### config.mk
export PLATFORM = sky130hd
export DESIGN_NAME = ram_arbiter
export DESIGN_NICKNAME = d
export VERILOG_FILES = /design/src/rtl/ram_arbiter.sv
export SDC_FILE = /design/constraint.sdc
export NUM_CORES = 1
export LEC_CHECK = 0
export BUFFER_PORTS_ARGS = -buffer_cell sky130_fd_sc_hd__buf_2
export CAP_MARGIN = 25
export CORE_MARGIN = 5
export CORE_UTILIZATION = 44
export CTS_CLUSTER_SIZE = 8
export DETAILED_ROUTE_END_ITERATION = 8
export PLACE_DENSITY = 0.87
export SLEW_MARGIN = 20
export SYNTH_ARGS = -nofsm -noshare
export SYNTH_HDL_FRONTEND = slang
export SYNTH_SLANG_ARGS = --single-unit
### constraint.sdc
create_clock -name clk -period 3.3 [get_ports clk]
set_clock_uncertainty 0.2 [all_clocks]
set_input_delay 0.165 -clock clk [delete_from_list [all_inputs] [get_ports clk]]
set_output_delay 0.165 -clock clk [all_outputs]
set_load 0.01 [all_outputs]
### src/rtl/ram_arbiter.sv
// Two-port arbiter in front of a single data RAM: fixed priority to port 0, bounded wait for port 1, optional burst lock.
// Grants are combinational, RAM commands are registered one cycle later, and read data returns RD_LAT cycles after that.
module ram_arbiter #(
    parameter int AWIDTH   = 8,
    parameter int DWIDTH   = 16,
    parameter int MAX_WAIT = 4,
    parameter int RD_LAT   = 1
) (
    input  logic              clk,
    input  logic              rst,
    input  logic              p0_req,
    input  logic              p0_we,
    input  logic              p0_lock,
    input  logic [AWIDTH-1:0] p0_addr,
    input  logic [DWIDTH-1:0] p0_wdata,
    output logic              p0_gnt,
    output logic              p0_rvalid,
    output logic [DWIDTH-1:0] p0_rdata,
    input  logic              p1_req,
    input  logic              p1_we,
    input  logic              p1_lock,
    input  logic [AWIDTH-1:0] p1_addr,
    input  logic [DWIDTH-1:0] p1_wdata,
    output logic              p1_gnt,
    output logic              p1_rvalid,
    output logic [DWIDTH-1:0] p1_rdata,
    output logic              ram_rd,
    output logic              ram_wr,
    output logic [AWIDTH-1:0] ram_raddr,
    output logic [AWIDTH-1:0] ram_waddr,
    output logic [DWIDTH-1:0] ram_wdata,
    input  logic [DWIDTH-1:0] ram_rdata
);

    localparam int SW = $clog2(MAX_WAIT + 1);
    localparam logic [SW-1:0] STARVE_MAX = SW'(MAX_WAIT);

    typedef enum logic [1:0] {OWN_NONE, OWN_P0, OWN_P1} own_t;

    own_t            state;
    own_t            state_nxt;
    logic [SW-1:0]   starve;
    logic            gnt_any;
    logic            we_sel;
    logic [AWIDTH-1:0] addr_sel;
    logic [DWIDTH-1:0] wdata_sel;
    logic [RD_LAT:0] tag_vld;
    logic [RD_LAT:0] tag_port;

    always_ff @(posedge clk) begin
        if (rst) state <= OWN_NONE;
        else     state <= state_nxt;
    end

    // A new locked grant takes ownership; otherwise the current owner keeps it only while its lock stays high.
    always_comb begin
        state_nxt = OWN_NONE;
        if (p0_gnt && p0_lock)
            state_nxt = OWN_P0;
        else if (p1_gnt && p1_lock)
            state_nxt = OWN_P1;
        else if (state == OWN_P0 && p0_lock)
            state_nxt = OWN_P0;
        else if (state == OWN_P1 && p1_lock)
            state_nxt = OWN_P1;
    end

    // A dropped lock falls through to normal arbitration in the same cycle.
    always_comb begin
        p0_gnt = 1'b0;
        p1_gnt = 1'b0;
        if (!rst) begin
            if (state == OWN_P0 && p0_lock)
                p0_gnt = p0_req;
            else if (state == OWN_P1 && p1_lock)
                p1_gnt = p1_req;
            else if (starve == STARVE_MAX && p1_req)
                p1_gnt = 1'b1;
            else if (p0_req)
                p0_gnt = 1'b1;
            else if (p1_req)
                p1_gnt = 1'b1;
        end
    end

    always_ff @(posedge clk) begin
        if (rst)
            starve <= '0;
        else if (!p1_req || p1_gnt)
            starve <= '0;
        else if (starve != STARVE_MAX)
            starve <= starve + 1'b1;
    end

    assign gnt_any   = p0_gnt | p1_gnt;
    assign we_sel    = p0_gnt ? p0_we    : p1_we;
    assign addr_sel  = p0_gnt ? p0_addr  : p1_addr;
    assign wdata_sel = p0_gnt ? p0_wdata : p1_wdata;

    always_ff @(posedge clk) begin
        if (rst) begin
            ram_rd    <= 1'b0;
            ram_wr    <= 1'b0;
            ram_raddr <= '0;
            ram_waddr <= '0;
            ram_wdata <= '0;
        end else begin
            ram_rd <= gnt_any & ~we_sel;
            ram_wr <= gnt_any & we_sel;
            if (gnt_any) begin
                ram_raddr <= addr_sel;
                ram_waddr <= addr_sel;
                ram_wdata <= wdata_sel;
            end
        end
    end

    // Read tags ride alongside the RAM pipeline so the response is steered back to its requester.
    always_ff @(posedge clk) begin
        if (rst) begin
            tag_vld  <= '0;
            tag_port <= '0;
        end else begin
            tag_vld  <= {tag_vld[RD_LAT-1:0],  gnt_any & ~we_sel};
            tag_port <= {tag_port[RD_LAT-1:0], p1_gnt};
        end
    end

    assign p0_rvalid = tag_vld[RD_LAT] & ~tag_port[RD_LAT];
    assign p1_rvalid = tag_vld[RD_LAT] &  tag_port[RD_LAT];
    assign p0_rdata  = ram_rdata;
    assign p1_rdata  = ram_rdata;

endmodule

=== After elaboration in Yosys (flattened, before gate mapping) ===
Index checks and enable logic that the tools add are counted.

* Word-level logic and storage cells: 48
* Output and inout bits: 70
* Flip-flop bits (word level): 35
* Bits of input ports: 72

* Bitwise gates (word level): 7
* Equality and inequality tests: 4
* Reductions and logical operators: 9
* Muxes and demuxes: 18
* Add/sub/neg operators: 1

{| class="wikitable"
|+ Operators with widths
! operator !! count
|-
| $mux 16 || 1
|-
| $mux 1 || 13
|-
| $mux 8 || 1
|-
| $mux 2 || 3
|-
| $logic_and 1x1->1 || 5
|-
| $and 1x1->1 || 4
|-
| $reduce_or 2->1 || 2
|-
| $add 3x1->3 const B || 1
|-
| $eq 3x3->1 const B || 1
|-
| $ne 3x3->1 const B || 1
|-
| $eq 2x1->1 const B || 1
|-
| $eq 2x2->1 const B || 1
|-
| $not 1->1 || 2
|-
| $logic_not 1->1 || 1
|-
| $logic_or 1x1->1 || 1
|-
| $or 1x1->1 || 1
|}

=== Depth between registers and ports, before layout ===
* Depth in word-level cells: 9
* Mapped depth: 9
* Gate-level depth less buffers: 7

=== Worst setup path after synthesis ===
Ideal clock, no wire load.

* Path kind: register -> register
* Start point: register starve[0]
* End point: register ram_wdata[3]
* Setup time: 88 ps
* Path buffers: 2
* Setup slack: 1444 ps
* Cell stages (with the launch flop): 10
* Arrival time: 1567 ps
* Period minus slack after synthesis: 1856 ps
* Data required time: 3012 ps
* Cells stage by stage: dfxtp_1 inv_1 ha_1 nand2_1 a311o_1 buf_6 clkinv_4 buf_6 nand2_2 a311oi_2

* Longest elaborated chain between the ends: 7
* Elaborated cells on any way between the ends: 12
* Classes of those cells: eq/ne: 1; mux: 9; bitwise: 1; reduce/logical: 1

{| class="wikitable"
|+ RTL lines
! item !! RTL line !! text
|-
| start, declared || 42 || <nowiki>logic [SW-1:0] starve;</nowiki>
|-
| start signal, assigned || 92 || <nowiki>starve <= starve + 1'b1;</nowiki>
|-
| $eq 3x3->1 || 77 || <nowiki>else if (starve == STARVE_MAX && p1_req)</nowiki>
|-
| $logic_and 1x1->1 || 77 ||
|-
| $mux 1 || 77 ||
|-
| $mux 1 || 75 || <nowiki>else if (state == OWN_P1 && p1_lock)</nowiki>
|-
| $mux 1 || 73 || <nowiki>if (state == OWN_P0 && p0_lock)</nowiki>
|-
| $mux 1 || 72 || <nowiki>if (!rst) begin</nowiki>
|-
| net p1_gnt || 24 || <nowiki>output logic p1_gnt,</nowiki>
|-
| $or 1x1->1 || 95 || <nowiki>assign gnt_any = p0_gnt | p1_gnt;</nowiki>
|-
| end signal, assigned || 113 || <nowiki>ram_wdata <= wdata_sel;</nowiki>
|-
| end, declared || 31 || <nowiki>output logic [DWIDTH-1:0] ram_wdata,</nowiki>
|}

The timed path passes the listed nets, and every way through them passes these cells.
A chain may end at the register's enable or synchronous reset.

=== Final worst setup path ===
* Start point: input rst
* End point: register ram_wdata[2]

* Longest elaborated chain between the ends: 2
* Elaborated cells on any way between the ends: 4
* Classes of those cells: mux: 3; bitwise: 1

{| class="wikitable"
|+ RTL lines
! item !! RTL line !! text
|-
| start, declared || 10 || <nowiki>input logic rst,</nowiki>
|-
| $mux 1 || 72 ||
|-
| $mux 16 or $or 1x1->1 (tied branches) || 98, 95 ||
|}

Several ways; a longest one is shown, not always the timed one.

==> impl.org <==
** Clocking
- Clock tree sinks :: 34
- The tree is rooted in a sky130_fd_sc_hd__clkbuf_8.
- TritonCTS built the clock tree.
- Maximum level of the CTS H-tree :: 2
- Buffer levels on the longest clock path :: 2
- Clock latency at the later pin of the worst-skew pair :: 0.28 ns
- Count of buffers added by post-CTS timing repair for setup :: 0
- After clock tree synthesis, the clock-pin slew on the worst setup and hold paths is 0.06 ns.
- Clock tree synthesis inserted a total of 5 buffers.

** Timing
- The hold violation total from the final report is 0.
- The clock period could shrink to 2.831 ns.
- Adding up every negative setup slack in the final design gives 0 ns.
- Slew at the pin with the worst max-slew slack :: 0.6189 ns
- The tightest hold path in the finished design has a slack of 0.01365 ns.
- Setup repair after global routing left no endpoint under its margin.
- Slew HR :: 58.74%
- Number of pins with negative max-slew slack in the final report :: 0
- In the finished design, the share of the clock period the worst path needs comes to 85.79%.
- Final-report setup violation count :: 0
- Based on the critical path, the design can be clocked at up to 353.2 MHz.

** Finish
- Summing all flip-flop and latch instances after layout gives 680.7 um2.
- Counting the fill cells in the layout gives 376.
- After routing the design area is 0.002536 mm2.
- Most frequent cells in the layout :: sky130_fd_sc_hd__buf_2, sky130_fd_sc_hd__nand2_1, sky130_fd_sc_hd__dfxtp_1, sky130_fd_sc_hd__dlygate4sd3_1, sky130_fd_sc_hd__nor3_1
- After the last flow step, the layout net total stands at 373.
- Layout overhead on the synthesized area :: 28.05%
- Footprint of the multi-input gates :: 867.1 um2
- The number of antenna diodes in the final layout is 0.
- Commonest non-fill, non-tap cell in the layout :: sky130_fd_sc_hd__buf_2
- Of the cells placed in the final design, the portion with a size suffix greater than 1 is 45.30%.

** GRT
- Total gr overflow :: 0
- Number of global-route vias before repair :: 1,865
- Largest net degree at the start of global routing :: 31
- The first global-routing pass estimated 8.652 mm of wire.
- Antenna violations before repair :: 0
- Global routing used 17.70% of the available tracks across all layers.

** Critical path
- In this run the worst path has a maximum fanout of 30.
- Path type of the worst setup path :: in2reg
- Data on the critical path arrives at its endpoint at 2.80 ns.
- STA puts the critical path data required time at 3.27 ns.
- Category of the worst setup path launch point :: input port
- STA classifies the critical path endpoint as a flip-flop.

** Detailed routing
- Vias :: 1,785
- Wire per inst :: 14.65 um
- Vias per cell :: 5.100
- Starting DRC count in detailed routing :: 61
- Number of DRC violations after detailed routing :: 0
- The first detailed-routing pass took 4 iterations.
- Routed wire length :: 5.127 mm
- In this run the remaining antenna-violating nets after routing total 0.

** Power and ir drop
- IR analysis of the VDD net gives a maximum drop of 0.1565 mV.
- Dividing total power by cell area gives a power density of 382.0 mW/mm2.
- Leak :: 0.001122 uW

** Floorplanning
- Core footprint :: 0.004354 mm2
- Pin placement for this block handled 142 I/O pins.
- Vertical die dimension :: 77.10 um
- Number of rows created at floorplan :: 24
- Effective utilization at floorplan :: 45.49%
- Full die area :: 0.005944 mm2
- Width of the chip :: 77.10 um

** Logic synthesis
- After technology mapping, the gate count stands at 221.
- Unique masters post-synth :: 28
- Combined area of all synthesized cells :: 0.001981 mm2
- In this run, synthesis inferred 0 flip-flops with an integrated enable.
- Flop and latch count out of synthesis :: 34
- Averaged over all synthesized cells, the footprint is 8.962 um2.
- Yosys Warn Count :: 0
- Post-synthesis async set-or-reset flop share :: 0%
- Sequential share of the synthesized area :: 34.37%
- The most used flip-flop cell after synthesis is sky130_fd_sc_hd__dfxtp_1.
- The number of nets in the synthesized netlist is 295.

** Placed design
- Post-detailed-placement cell area :: 0.002163 mm2
- Port-buffer cells :: 93
- At the end of routability-driven placement, the weighted congestion stood at 0.7211.
- Detailed placement ended at an HPWL of 3.543 mm.

** Flow run
- The tool flagged a number of max-cap violations equal to 0.

** Worst hold path
- Hold Crit Class :: in2reg

** Status
- Status :: finished clean
[synthesized netlist by cell type, types with 2 or more instances]
cell | number | area share [%]
sky130_fd_sc_hd__nand2_1 | 46 | 8.7
sky130_fd_sc_hd__buf_4 | 42 | 16
sky130_fd_sc_hd__dfxtp_1 | 34 | 34
sky130_fd_sc_hd__nor3_1 | 27 | 6.8
sky130_fd_sc_hd__a311oi_2 | 24 | 18
sky130_fd_sc_hd__clkbuf_1 | 8 | 1.5
sky130_fd_sc_hd__inv_1 | 5 | 0.95
sky130_fd_sc_hd__buf_6 | 4 | 2.3
sky130_fd_sc_hd__nand2_2 | 4 | 1.3
sky130_fd_sc_hd__buf_2 | 3 | 0.76
sky130_fd_sc_hd__nand2b_1 | 3 | 0.95
sky130_fd_sc_hd__nor2b_1 | 3 | 0.95
sky130_fd_sc_hd__ha_1 | 2 | 1.3
sky130_fd_sc_hd__nand3b_1 | 2 | 0.76
[path summary, 6_finish.rpt]
| check | cells past startpoint | from | slack, ns | endpoint |
|---|---|---|---|---|
| min | 3 | p1_wdata[12] | 0.01 | ram_wdata[12]$_SDFFE_PP0P_ |
| max reg2reg | 8 | starve[0]$_SDFFE_PP0P_ | 0.49 | ram_wdata[2]$_SDFFE_PP0P_ |
| min reg2reg | 1 | tag_port[0]$_SDFF_PP0_ | 0.25 | tag_port[1]$_SDFF_PP0_ |
| max | 8 | rst | 0.47 | ram_wdata[2]$_SDFFE_PP0P_ |
[stage by stage]
step / power [uW] / utilization, % / setup slack [ns] / std cells
4_1_cts: 981.1 / 58.25 / 0.4582 / 350
3_3_place_gp: 649.7 / 49.68 / 1.143 / 315
2_1_floorplan: 622.3 / - / 1.444 / 221
6_report: 968.7 / 58.25 / 0.4690 / 350
3_5_place_dp: 654.7 / 49.68 / 0.9995 / 315
5_1_grt: 1021 / 58.25 / 0.2594 / 350
[where the power goes]
group	switching [uW]	leakage, uW	internal, uW
sequential	15.4	0.000280	439
clock	136	0.0000431	161
combinational	105	0.000798	112
total	257	0.00112	711
[layer usage]
metal | part of all wire (%) | GRT usage, %
met1 | 38 | 19.13
met2 | 52 | 31.15
met3 | 7.7 | 4.684
met4 | 2.8 | 9.450
met5 | 0 | 0
[worst max-delay path, stage by stage]
cell and delay (ns):
sky130_fd_sc_hd__dlygate4sd3_1 0.54, sky130_fd_sc_hd__buf_2 0.21, sky130_fd_sc_hd__nand2b_1 0.21, sky130_fd_sc_hd__a311o_1 0.48, sky130_fd_sc_hd__clkinv_4 0.34, sky130_fd_sc_hd__nand2_1 0.17
sky130_fd_sc_hd__a311oi_2 0.09, sky130_fd_sc_hd__dlygate4sd3_1 0.59
[cell families (layout without fill, tap and decap cells)]
family                     Yosys count  after routing  synth area share (%)
DFF                                 34             34                 34.36
AOI/OAI and AO/OA                   31             31                 20.78
buffers and inverters               63            140                 21.86
muxes                                1              1                0.5054
xor gates and xnor gates             1              1                0.4423
adders and majority gates            2              2                 1.263
and+or+nand+nor                     89             89                 20.78
[flip-flops by register name (all words and copies together) (netlist names)]
| register | flops |
|---|---|
| ram_wr | 1 |
| starve | 3 |
| ram_waddr | 8 |
| state | 2 |
| tag_vld | 2 |
| ram_wdata | 16 |
| tag_port | 2 |
[repair_timing]
action                     4_1_cts  5_1_grt
setup endpoints to repair        0        0
hold buffers                    29        0
hold endpoints to repair        27        0
resized for setup                0        0
[cell type report]
cell class / count / area share (%)
sequential: 34 / 26.84
tap: 52 / 2.565
multi-input combinational: 124 / 34.19
inverter: 6 / 1.085
clock buffer: 6 / 3.256
timing repair buffer: 128 / 32.07
Power figures use the tool's default switching activity.
